## config.mk

```make
export PLATFORM = sky130hd
export DESIGN_NAME = overdrive_staged
export DESIGN_NICKNAME = d
export VERILOG_FILES = /design/src/rtl/overdrive_staged.sv
export SDC_FILE = /design/constraint.sdc
export NUM_CORES = 1
export LEC_CHECK = 0
export BUFFER_PORTS_ARGS = -buffer_cell sky130_fd_sc_hd__buf_4
export CORE_AREA = 2 2 290 149
export DETAILED_ROUTE_END_ITERATION = 6
export DIE_AREA = 0 0 292 151
export GPL_TIMING_DRIVEN = 0
export SYNTH_ARGS = -nofsm -noshare
export SYNTH_HDL_FRONTEND = slang
export SYNTH_SLANG_ARGS = --single-unit
export TNS_END_PERCENT = 30
```

## constraint.sdc

```tcl
create_clock -name clk -period 10.8 [get_ports clk]
set_input_delay 2.16 -clock clk [delete_from_list [all_inputs] [get_ports clk]]
set_output_delay 2.16 -clock clk [all_outputs]
set_load 0.1 [all_outputs]
```

## src/rtl/overdrive_staged.sv

```systemverilog
// overdrive_staged: three-stage gain / saturate / limit pipeline with valid-ready
// handshake, selectable hard-clip or soft-knee limiting and a saturating clip counter.
`default_nettype none

module overdrive_staged #(
  parameter int DATA_W    = 16,
  parameter int GAIN_W    = 16,
  parameter int GAIN_FRAC = 4,
  parameter int CNT_W     = 16
) (
  input  logic                     clk,
  input  logic                     rst,
  input  logic signed [DATA_W-1:0] in_data,
  input  logic                     in_valid,
  output logic                     in_ready,
  input  logic signed [GAIN_W-1:0] gain,
  input  logic        [DATA_W-2:0] thr,
  input  logic        [1:0]        mode,
  input  logic                     clr_cnt,
  output logic signed [DATA_W-1:0] out_data,
  output logic                     out_valid,
  input  logic                     out_ready,
  output logic                     out_clip,
  output logic        [CNT_W-1:0]  clip_cnt
);

  localparam int PROD_W = DATA_W + GAIN_W;
  localparam logic signed [PROD_W-1:0] SAT_MAX = {{(PROD_W-DATA_W+1){1'b0}}, {(DATA_W-1){1'b1}}};
  localparam logic signed [PROD_W-1:0] SAT_MIN = {{(PROD_W-DATA_W+1){1'b1}}, {(DATA_W-1){1'b0}}};
  localparam logic [1:0] MODE_CLIP = 2'b01;
  localparam logic [1:0] MODE_KNEE = 2'b10;

  logic en;
  assign en       = !out_valid || out_ready;
  assign in_ready = en;

  // S1: full-precision product; thr and mode ride along with the sample
  logic                     s1_valid;
  logic signed [PROD_W-1:0] s1_prod;
  logic        [DATA_W-2:0] s1_thr;
  logic        [1:0]        s1_mode;
  logic signed [PROD_W-1:0] prod;

  assign prod = PROD_W'(in_data) * PROD_W'(gain);

  always_ff @(posedge clk or posedge rst) begin
    if (rst) begin
      s1_valid <= 1'b0;
      s1_prod  <= '0;
      s1_thr   <= '0;
      s1_mode  <= '0;
    end else if (en) begin
      s1_valid <= in_valid;
      if (in_valid) begin
        s1_prod <= prod;
        s1_thr  <= thr;
        s1_mode <= mode;
      end
    end
  end

  // S2: floor-scale by the gain's fractional bits, then saturate to DATA_W
  logic                     s2_valid;
  logic signed [DATA_W-1:0] s2_x;
  logic                     s2_sat;
  logic        [DATA_W-2:0] s2_thr;
  logic        [1:0]        s2_mode;
  logic signed [PROD_W-1:0] scaled;
  logic signed [DATA_W-1:0] sat_val;
  logic                     sat_hit;

  assign scaled = s1_prod >>> GAIN_FRAC;

  always_comb begin
    sat_val = scaled[DATA_W-1:0];
    sat_hit = 1'b0;
    if (scaled > SAT_MAX) begin
      sat_val = SAT_MAX[DATA_W-1:0];
      sat_hit = 1'b1;
    end else if (scaled < SAT_MIN) begin
      sat_val = SAT_MIN[DATA_W-1:0];
      sat_hit = 1'b1;
    end
  end

  always_ff @(posedge clk or posedge rst) begin
    if (rst) begin
      s2_valid <= 1'b0;
      s2_x     <= '0;
      s2_sat   <= 1'b0;
      s2_thr   <= '0;
      s2_mode  <= '0;
    end else if (en) begin
      s2_valid <= s1_valid;
      if (s1_valid) begin
        s2_x    <= sat_val;
        s2_sat  <= sat_hit;
        s2_thr  <= s1_thr;
        s2_mode <= s1_mode;
      end
    end
  end

  // S3: limiter; thr never exceeds the positive range so -thr is representable
  logic signed [DATA_W-1:0] thr_s;
  logic signed [DATA_W-1:0] neg_thr;
  logic signed [DATA_W-1:0] lim;
  logic                     lim_hit;

  assign thr_s   = {1'b0, s2_thr};
  assign neg_thr = -thr_s;

  always_comb begin
    lim     = s2_x;
    lim_hit = 1'b0;
    case (s2_mode)
      MODE_CLIP: begin
        if (s2_x > thr_s) begin
          lim     = thr_s;
          lim_hit = 1'b1;
        end else if (s2_x < neg_thr) begin
          lim     = neg_thr;
          lim_hit = 1'b1;
        end
      end
      MODE_KNEE: begin
        if (s2_x > thr_s) begin
          lim     = thr_s + ((s2_x - thr_s) >>> 1);
          lim_hit = 1'b1;
        end else if (s2_x < neg_thr) begin
          lim     = neg_thr + ((s2_x + thr_s) >>> 1);
          lim_hit = 1'b1;
        end
      end
      default: ;
    endcase
  end

  always_ff @(posedge clk or posedge rst) begin
    if (rst) begin
      out_valid <= 1'b0;
      out_data  <= '0;
      out_clip  <= 1'b0;
    end else if (en) begin
      out_valid <= s2_valid;
      if (s2_valid) begin
        out_data <= lim;
        out_clip <= s2_sat || lim_hit;
      end
    end
  end

  always_ff @(posedge clk or posedge rst) begin
    if (rst) begin
      clip_cnt <= '0;
    end else if (clr_cnt) begin
      clip_cnt <= '0;
    end else if (out_valid && out_ready && out_clip && (clip_cnt != {CNT_W{1'b1}})) begin
      clip_cnt <= clip_cnt + CNT_W'(1);
    end
  end

endmodule

`default_nettype wire

```

After elaboration in Yosys (flattened, before gate mapping)
Index checks and enable logic that the tools add are counted.

Bits in registers: 119. Latch bits: 0. RAM bits: 0. Bits in read-only memories: 0. Input port bits: 54. Output and inout bits: 35. Logic and storage cells: 52. Memories kept: 0.

$add $sub $neg: 6. Multipliers: 1. Div/mod/pow operators: 0. Order comparisons: 4. Equal/unequal tests: 3. Shift operators: 0. Muxes and demuxes: 14. Bitwise operators: 0. Reductions and logical operators: 11.

Operators with widths (count): $mux W16 (8); $add A16 B15 Y16 (2); $mul A16 B16 Y32 (1); $pmux W16 S2 (1); $gt A28 B16 Y1 const B (1); $lt A28 B16 Y1 const B (1); $add A16 B1 Y16 const B (1); $add A16 B16 Y16 (1); $gt A16 B16 Y1 (1); $lt A16 B16 Y1 (1); $ne A16 B16 Y1 const B (1); $neg A15 Y16 (1); $sub A16 B16 Y16 (1); $reduce_and A2 Y1 (3); $mux W1 (5); $logic_and A1 B1 Y1 (3); $eq A2 B1 Y1 const B (1); $eq A2 B2 Y1 const B (1); $logic_or A1 B1 Y1 (2); $reduce_bool A2 Y1 (1); $reduce_or A2 Y1 (1); $logic_not A1 Y1 (1).

Logic depth before layout (Yosys ltp)
Gate-level depths: netlist (run 1).

Word-level depth: 6. Depth in mapped cells: 25. Depth with buffers taken out: 24.

Worst setup path before layout (run 1)
Ideal clock, no wire load.

Path kind: input -> register. From: in gain[7]. To: reg s1_prod[31]. Library setup time: 0.130 ns. Data arrival time: 7.884 ns. Required time: 10.670 ns. Setup slack: 2.786 ns. Stages: 24. Buffers on the path: 1. Cells stage by stage: clkbuf_1 > nand2_1 > fa_1 > inv_1 > fa_1 > inv_1 > fa_1 > inv_1 > fa_1 > fa_1 > inv_1 > fa_1 > inv_1 > ha_1 > nand2_1 > nor2_1 > a211oi_1 > o21ai_2 > a311o_1 > a221o_1 > o21ai_1 > o21ai_1 > xnor2_1 > o21ai_1.

Word-level cells in the longest chain between the ends: 1.

Ends and longest elaborated chain: start, declared (line 16) `input logic signed [GAIN_W-1:0] gain,`; $mul A16 B16 Y32 (line 44) `assign prod = PROD_W'(in_data) * PROD_W'(gain);`; end signal, assigned (line 55) `s1_prod <= prod;`; end, declared (line 39) `logic signed [PROD_W-1:0] s1_prod;`.

Every way passes these cells. A chain may end at the register's enable or synchronous reset.

Worst setup path in the final report (run 1)
From: in in_data[7]. To: reg s1_prod[31].

Word-level cells in the longest chain between the ends: 1.

Ends and longest elaborated chain: start, declared (line 13) `input logic signed [DATA_W-1:0] in_data,`; $mul A16 B16 Y32 (line 44).

Every way passes these cells.

==> impl_metrics.py, run 1 <==
metrics = {
    "final_layout": {
        "syn_to_final_growth_pct": 10.6,
        "finalNetCount": 2649,
        "multi_input_area_mm2": 0.0139,
        "register_area_mm2": 0.00288,
        "num-fill-cells": 4004,
        "antenna_cells": 0,
        "drive_above_1_share_pct": 8.97,
        "fin_util_pct": 49.2,
        "stdcell_count": 2734,
    },
    "drt": {
        "wire_per_inst_um": 20.5,
        "drc": 0,
        "vias": 15000,
        "vias_per_cell": 5.49,
        "ant_nets": 0,
        "first_iter_violations": 1273,
        "dr.pass1.iters": 5,
        "drt_wl_total_mm": 56.2,
    },
    "global_routing": {
        "antenna_found_initial": 2,
        "grt_max_degree": 73,
        "track_usage_pct": 26.4,
        "grt_pass1_vias": 15100,
        "grt_pass1_wl_mm": 87.9,
        "overflow": 0,
    },
    "sta": {
        "slew_headroom_pct": 22.8,
        "fin_crit_sh_pct": 83.1,
        "min_period_ns": 8.97,
        "rsz0062_at_grt": "false",
        "finalWorstSetupSlack_ns": 1.83,
        "drv_slew": 0,
        "setup_viol": 0,
        "tns_ns": 0,
        "fin_worst_skew_ns": 0.0112,
        "timing.final.hold_violations": 0,
        "fmax_mhz": 111,
        "worst_slew_pin_slew_ns": 1.16,
    },
    "critical_path": {
        "criticalPathCategory": "in2reg",
        "critical-path-top-delay-family": "adder cells",
        "slowest_delay_ns": 0.63,
        "slowest_stage": "clkbuf_1",
        "reg2reg_from": "s2_thr[1]",
        "cp_max_fo": 10,
        "critPathBufInv": 7,
        "end_kind": "flop",
        "crit_top_cell": "fa_1",
        "arrival_ns": 9.28,
        "crit_path_start": "in_data[7]",
        "cp-start-kind": "input pin",
        "required_ns": 11.11,
    },
    "place": {
        "dp_hpwl_mm": 48.2,
        "portBuffers": 87,
        "dp_cells": 2702,
        "place_ws_ns": 1.52,
        "routabilityCongestion": 0.974,
    },
    "floorplanning": {
        "rows": 53,
        "ioPinCount": 89,
        "die_w_um": 292,
        "core_mm2": 0.0414,
        "die-area_mm2": 0.0441,
        "chipHeight_um": 151,
        "start_util_pct": 44.4,
    },
    "synth": {
        "synth_ff_type": "dfrtp_1",
        "yosysWarnings": 0,
        "async_flop_share_pct": 100,
        "avgSynthCellArea_um2": 8.92,
        "synth-edff-count": 0,
        "syn_inst": 2064,
        "synth_area_mm2": 0.0184,
        "synth_cell_type_count": 77,
        "ys_ff_latch": 115,
        "ys_seq_area_share_pct": 15.6,
        "syn_nets": 2542,
    },
    "clocking": {
        "cts_hold_buf": 0,
        "cts_sinks": 115,
        "worstSkewPairLatency_ns": 0.44,
        "cts_setup_buffers": 0,
        "clk_pin_slew_ns": 0.06,
        "clock_path_buffers": 2,
        "cts_buffers": 17,
        "cts_root_buf": "clkbuf_16",
        "cts_max_level": 4,
        "cts_resized": 0,
        "cts_tree": "yes",
    },
    "outcome": {
        "outcome": "finished clean",
    },
    "flow_run": {
        "cap_viol_max_count": 0,
    },
    "hold_path": {
        "min_from": "s1_prod[16]",
        "hp-class": "reg2reg",
    },
}
## cell type report
class                      count  share of cell area (%)
buffer                        76                    1.47
multi-input combinational   1510                    68.1
sequential                   115                    14.1
tap                          550                    3.38
clock buffer                  17                    2.09
timing repair buffer          88                    3.34
inverter                     363                    6.71
clock inverter                15                   0.786
## tightest hold or removal path, cell delays in order, from the launching register on
cell and delay, ns:
dfrtp_1 0.34, nand2_1 0.05, o21ai_0 0.06
## per-layer routing
layer	track usage, %	wire, um	up-vias
met3	8.06	6180	43
met1	44.8	30200	7536
met5	0	13	-
li1	-	-	6842
met4	2.81	346	2
met2	31.8	19400	577
## per-stage QoR
stage	hold WS [ns]	instance area [um2]
final	0.477	20400
after global placement	0.465	19800
after global routing	0.495	20400
after detailed placement	0.467	19800
after CTS	0.482	20400
after floorplan	0.443	18400
## cells in the mapped netlist, types with 12 or more instances
library cell  count  area [um2]
fa_1            266        5330
clkbuf_1         60         225
nor3_1           21         105
nor2_1           93         349
nand4_1          15        93.8
ha_1            158        1980
a21oi_1          85         425
o21ai_0         108         541
o21ai_1          15        75.1
nand3_1          16        80.1
nand2_1         218         818
nand2b_1         17         106
or3_1            12        75.1
nor2b_1          12        75.1
inv_1           363        1360
mux2_2           40         450
dfrtp_1         115        2880
a21o_1           30         225
and2_1          124         776
xnor2_1          69         604
xor2_1           38         333
a31oi_1          16         100
o21bai_1         18         135
## cells by family after synthesis
kind of cell,Yosys count,share of synthesized area (%)
compound gates,375,13.0
xor+xnor,108,5.21
fa+ha+maj,424,39.6
buf+inv,439,9.03
flops,115,15.6
mux,42,2.55
simple gates,561,14.9
## placed cells by master, fill, tap and decap left out, types with 4 or more instances in the layout
cell,instances
nand2_1,218
dfrtp_1,115
buf_4,88
o21ai_0,108
nor2b_1,12
a31oi_1,16
buf_1,6
o21a_1,11
a21boi_0,5
buf_2,9
o21ai_1,15
o21bai_1,18
a32oi_1,4
o31ai_1,11
xnor2_1,69
o221ai_1,4
nor2_1,93
inv_1,362
clkbuf_1,60
clkinv_4,6
nand3_1,16
a211oi_1,11
nor3b_1,5
a21oi_1,85
xor2_1,38
mux2_2,40
or3_1,12
ha_1,158
nor3_1,21
nand2b_1,17
clkbuf_16,17
fa_1,266
nor4_1,4
o211ai_1,10
and3_1,8
nand4_1,15
a21o_1,30
and2_1,124
## state kept, by name (all words and copies together) (netlist names), 2 cells and up
register  flops
s2_mode       2
out_data     16
s2_x         16
s1_thr       15
clip_cnt     16
s1_prod      28
s2_thr       15
s1_mode       2
## path summary, 6_finish.rpt
kind	end	slack (ns)	cells after the start
worst max-delay path	s1_prod[31]	1.83	25
worst min-delay path	s1_prod[16]	0.48	2
worst max register to register	out_data[15]	4.74	19
worst min register to register	s1_prod[16]	0.48	2
max in group asynchronous	s2_thr[5]	8.34	3
min in group asynchronous	clip_cnt[3]	1.73	2
Power of run 1 is left out: the tool's default activity adds up to more than one toggle a clock period on the data nets, which glitch-free logic cannot reach.
==> run 2, diff against run 1 <==
--- a/config.mk
+++ b/config.mk
@@ -5,10 +5,11 @@
 export SDC_FILE = /design/constraint.sdc
 export NUM_CORES = 1
 export LEC_CHECK = 0
+export ABC_AREA = 1
 export BUFFER_PORTS_ARGS = -buffer_cell sky130_fd_sc_hd__buf_4
-export CORE_AREA = 2 2 290 149
+export CORE_AREA = 2 2 297 152
 export DETAILED_ROUTE_END_ITERATION = 6
-export DIE_AREA = 0 0 292 151
+export DIE_AREA = 0 0 299 154
 export GPL_TIMING_DRIVEN = 0
 export SYNTH_ARGS = -nofsm -noshare
 export SYNTH_HDL_FRONTEND = slang
==> constraint.sdc (replaced) <==
create_clock -name clk -period 7.53 [get_ports clk]
set_input_delay 1.506 -clock clk [delete_from_list [all_inputs] [get_ports clk]]
set_output_delay 1.506 -clock clk [all_outputs]
set_load 0.1 [all_outputs]
==> impl_metrics.py, run 2 <==
metrics = {
    "place": {
        "routabilityCongestion": 0.980,
        "dp_hpwl_mm": 48.6,
        "place_area_mm2": 0.0206,
        "portBuffers": 63,
        "place_ws_ns": -0.575,
    },
    "drt": {
        "dr.pass1.iters": 6,
        "vias": 16800,
        "vias_per_cell": 5.09,
        "ant_nets": 0,
        "drt_wl_total_mm": 57.3,
        "first_iter_violations": 1074,
        "wire_per_inst_um": 17.4,
        "drc": 0,
    },
    "sta": {
        "fmax_mhz": 140,
        "worst_slew_pin_slew_ns": 0.646,
        "finalWorstSetupSlack_ns": 0.362,
        "rsz0062_at_grt": "false",
        "setup_viol": 0,
        "min_period_ns": 7.17,
        "fin_crit_sh_pct": 95.2,
        "slew_headroom_pct": 56.4,
        "hold_ws_ns": 0.472,
        "fin_worst_skew_ns": 0.00877,
        "timing.final.hold_violations": 0,
        "drv_slew": 0,
    },
    "clocking": {
        "cts_tree": "yes",
        "worstSkewPairLatency_ns": 0.41,
        "cts_sinks": 115,
        "cts_buffers": 17,
        "clk_pin_slew_ns": 0.05,
        "cts_max_level": 4,
        "cts_root_buf": "clkbuf_16",
        "cts_setup_buffers": 0,
        "clock_path_buffers": 2,
    },
    "final_layout": {
        "drive_above_1_share_pct": 6.73,
        "regMostFlops": "s1_prod",
        "multi_input_area_mm2": 0.0138,
        "final_common_cell": "nand2_1",
        "antenna_cells": 0,
        "final_cell_mix": "641 x nand2_1, 609 x inv_1, 265 x fa_1",
        "fin_util_pct": 49.3,
        "largest_reg_flops": 28,
        "register_area_mm2": 0.00288,
        "fin_area_mm2": 0.0213,
        "syn_to_final_growth_pct": 9.83,
        "num-fill-cells": 4431,
        "finalNetCount": 3171,
    },
    "hold_path": {
        "min_from": "s1_thr[2]",
        "whs_path_depth": 2,
        "hp-class": "reg2reg",
    },
    "global_routing": {
        "overflow": 0,
        "grt_most_used_layer": "met2",
        "grt_max_degree": 70,
        "antenna_found_initial": 0,
        "grt_pass1_wl_mm": 92.9,
        "grtUsageMet3_pct": 1.98,
        "track_usage_pct": 25.6,
        "globalRouteMet2Util_pct": 42.3,
        "grtUsageMet1_pct": 36.3,
        "grt_pass1_vias": 17300,
    },
    "critical_path": {
        "crit_path_start": "gain[7]",
        "cp-start-kind": "input pin",
        "r2r_slack_ns": 3.00,
        "critPathBufInv": 8,
        "reg2regPathDepth": 26,
        "arrival_ns": 7.47,
        "reg2reg_from": "s2_thr[4]",
        "crit_top_cell": "nand2_1",
        "slowest_delay_ns": 0.61,
        "end_kind": "flop",
        "required_ns": 7.83,
        "critical-path-top-delay-family": "adder cells",
        "slowest_stage": "fa_1",
        "cp_max_fo": 10,
        "critical_path_depth": 30,
        "criticalPathCategory": "in2reg",
    },
    "floorplanning": {
        "core_mm2": 0.0432,
        "die-area_mm2": 0.0460,
        "ioPinCount": 89,
        "die_w_um": 299,
        "rows": 54,
        "start_util_pct": 44.8,
        "chipHeight_um": 154,
    },
    "synth": {
        "synth-edff-count": 0,
        "syn_inst": 2613,
        "ys_seq_area_share_pct": 14.8,
        "synth_common_cells": "641 x nand2_1, 610 x inv_1, 266 x fa_1, 158 x ha_1, 126 x a21oi_1",
        "async_flop_share_pct": 100,
        "synth_area_mm2": 0.0194,
        "synth_most_common_cell": "nand2_1",
        "ys_ff_latch": 115,
        "yosysWarnings": 0,
        "yosys.area.top_type": "fa_1",
        "synth_cell_type_count": 51,
        "avgSynthCellArea_um2": 7.42,
        "syn_nets": 3091,
        "synth_ff_type": "dfrtp_1",
        "synth_top_area_share_pct": 27.5,
        "synth_top_cells_by_area": "fa_1 27%, dfrtp_1 15%, nand2_1 12%, inv_1 12%, ha_1 10%",
    },
    "outcome": {
        "outcome": "finished clean",
    },
    "flow_run": {
        "cap_viol_max_count": 0,
    },
}
[run 2: changes by cell type in the layout (fill, tap and decap cells not counted), moves of 34 or more]
| cell | delta |
|---|---|
| and2_1 | -124 |
| inv_1 | +247 |
| mux2_2 | -40 |
| xnor2_1 | -44 |
| a21oi_1 | +41 |
| nand2_1 | +423 |
| nand3_1 | +68 |
| clkbuf_2 | +34 |
[run 2: cell type report]
cell class / count / share of cell area (%)
multi-input cells: 1784 / 64.8
flip-flops and latches: 115 / 13.5
inverters: 612 / 10.8
plain buffers: 99 / 2.21
clock inverters: 11 / 0.740
repair buffers: 64 / 2.35
clock buffers: 21 / 2.16
well taps: 588 / 3.45
[run 2: cells by family after synthesis]
group,Yosys count,synth area share [%]
flops,115,14.8
xor+xnor,85,3.84
buf+inv,714,14.0
fa+ha+maj,424,37.7
compound gates,343,9.85
simple gates,932,19.8
[run 2: worst min-delay path, stage by stage (launching register included)]
cell and delay (ns):
dfrtp_1 0.34, nand2_1 0.05, o21ai_0 0.06
[run 2: what timing repair did]
action,in CTS,in global routing
setup endpoints to repair,3,12
pin swaps,0,0
hold buffers,0,0
endpoints found under the hold margin,0,0
gates resized for setup,3,77
[run 2: final timing paths]
| path | end |
|---|---|
| setup reg to reg | out_data[15] |
| setup / recovery | s1_prod[27] |
| min in group asynchronous | out_data[9] |
| hold / removal | s2_thr[2] |
| max in group asynchronous | s1_prod[22] |
| hold reg to reg | s2_thr[2] |
[run 2: per-layer routing]
| layer | routed length [um] | share of wire (%) | up-vias |
|---|---|---|---|
| li1 | - | - | 8105 |
| met1 | 26900 | 47 | 8166 |
| met2 | 26100 | 46 | 427 |
| met3 | 2900 | 5.1 | 77 |
| met4 | 1390 | 2.4 | 0 |
| met5 | 0 | 0 | - |
[run 2: per-stage QoR]
step,cells,setup TNS (ns)
2_1_floorplan,2613,0
3_3_place_gp,3264,-3.68
3_5_place_dp,3265,-4.71
4_1_cts,3297,0
5_1_grt,3294,0
6_report,3294,0
Power of run 2 is left out for the same reason.
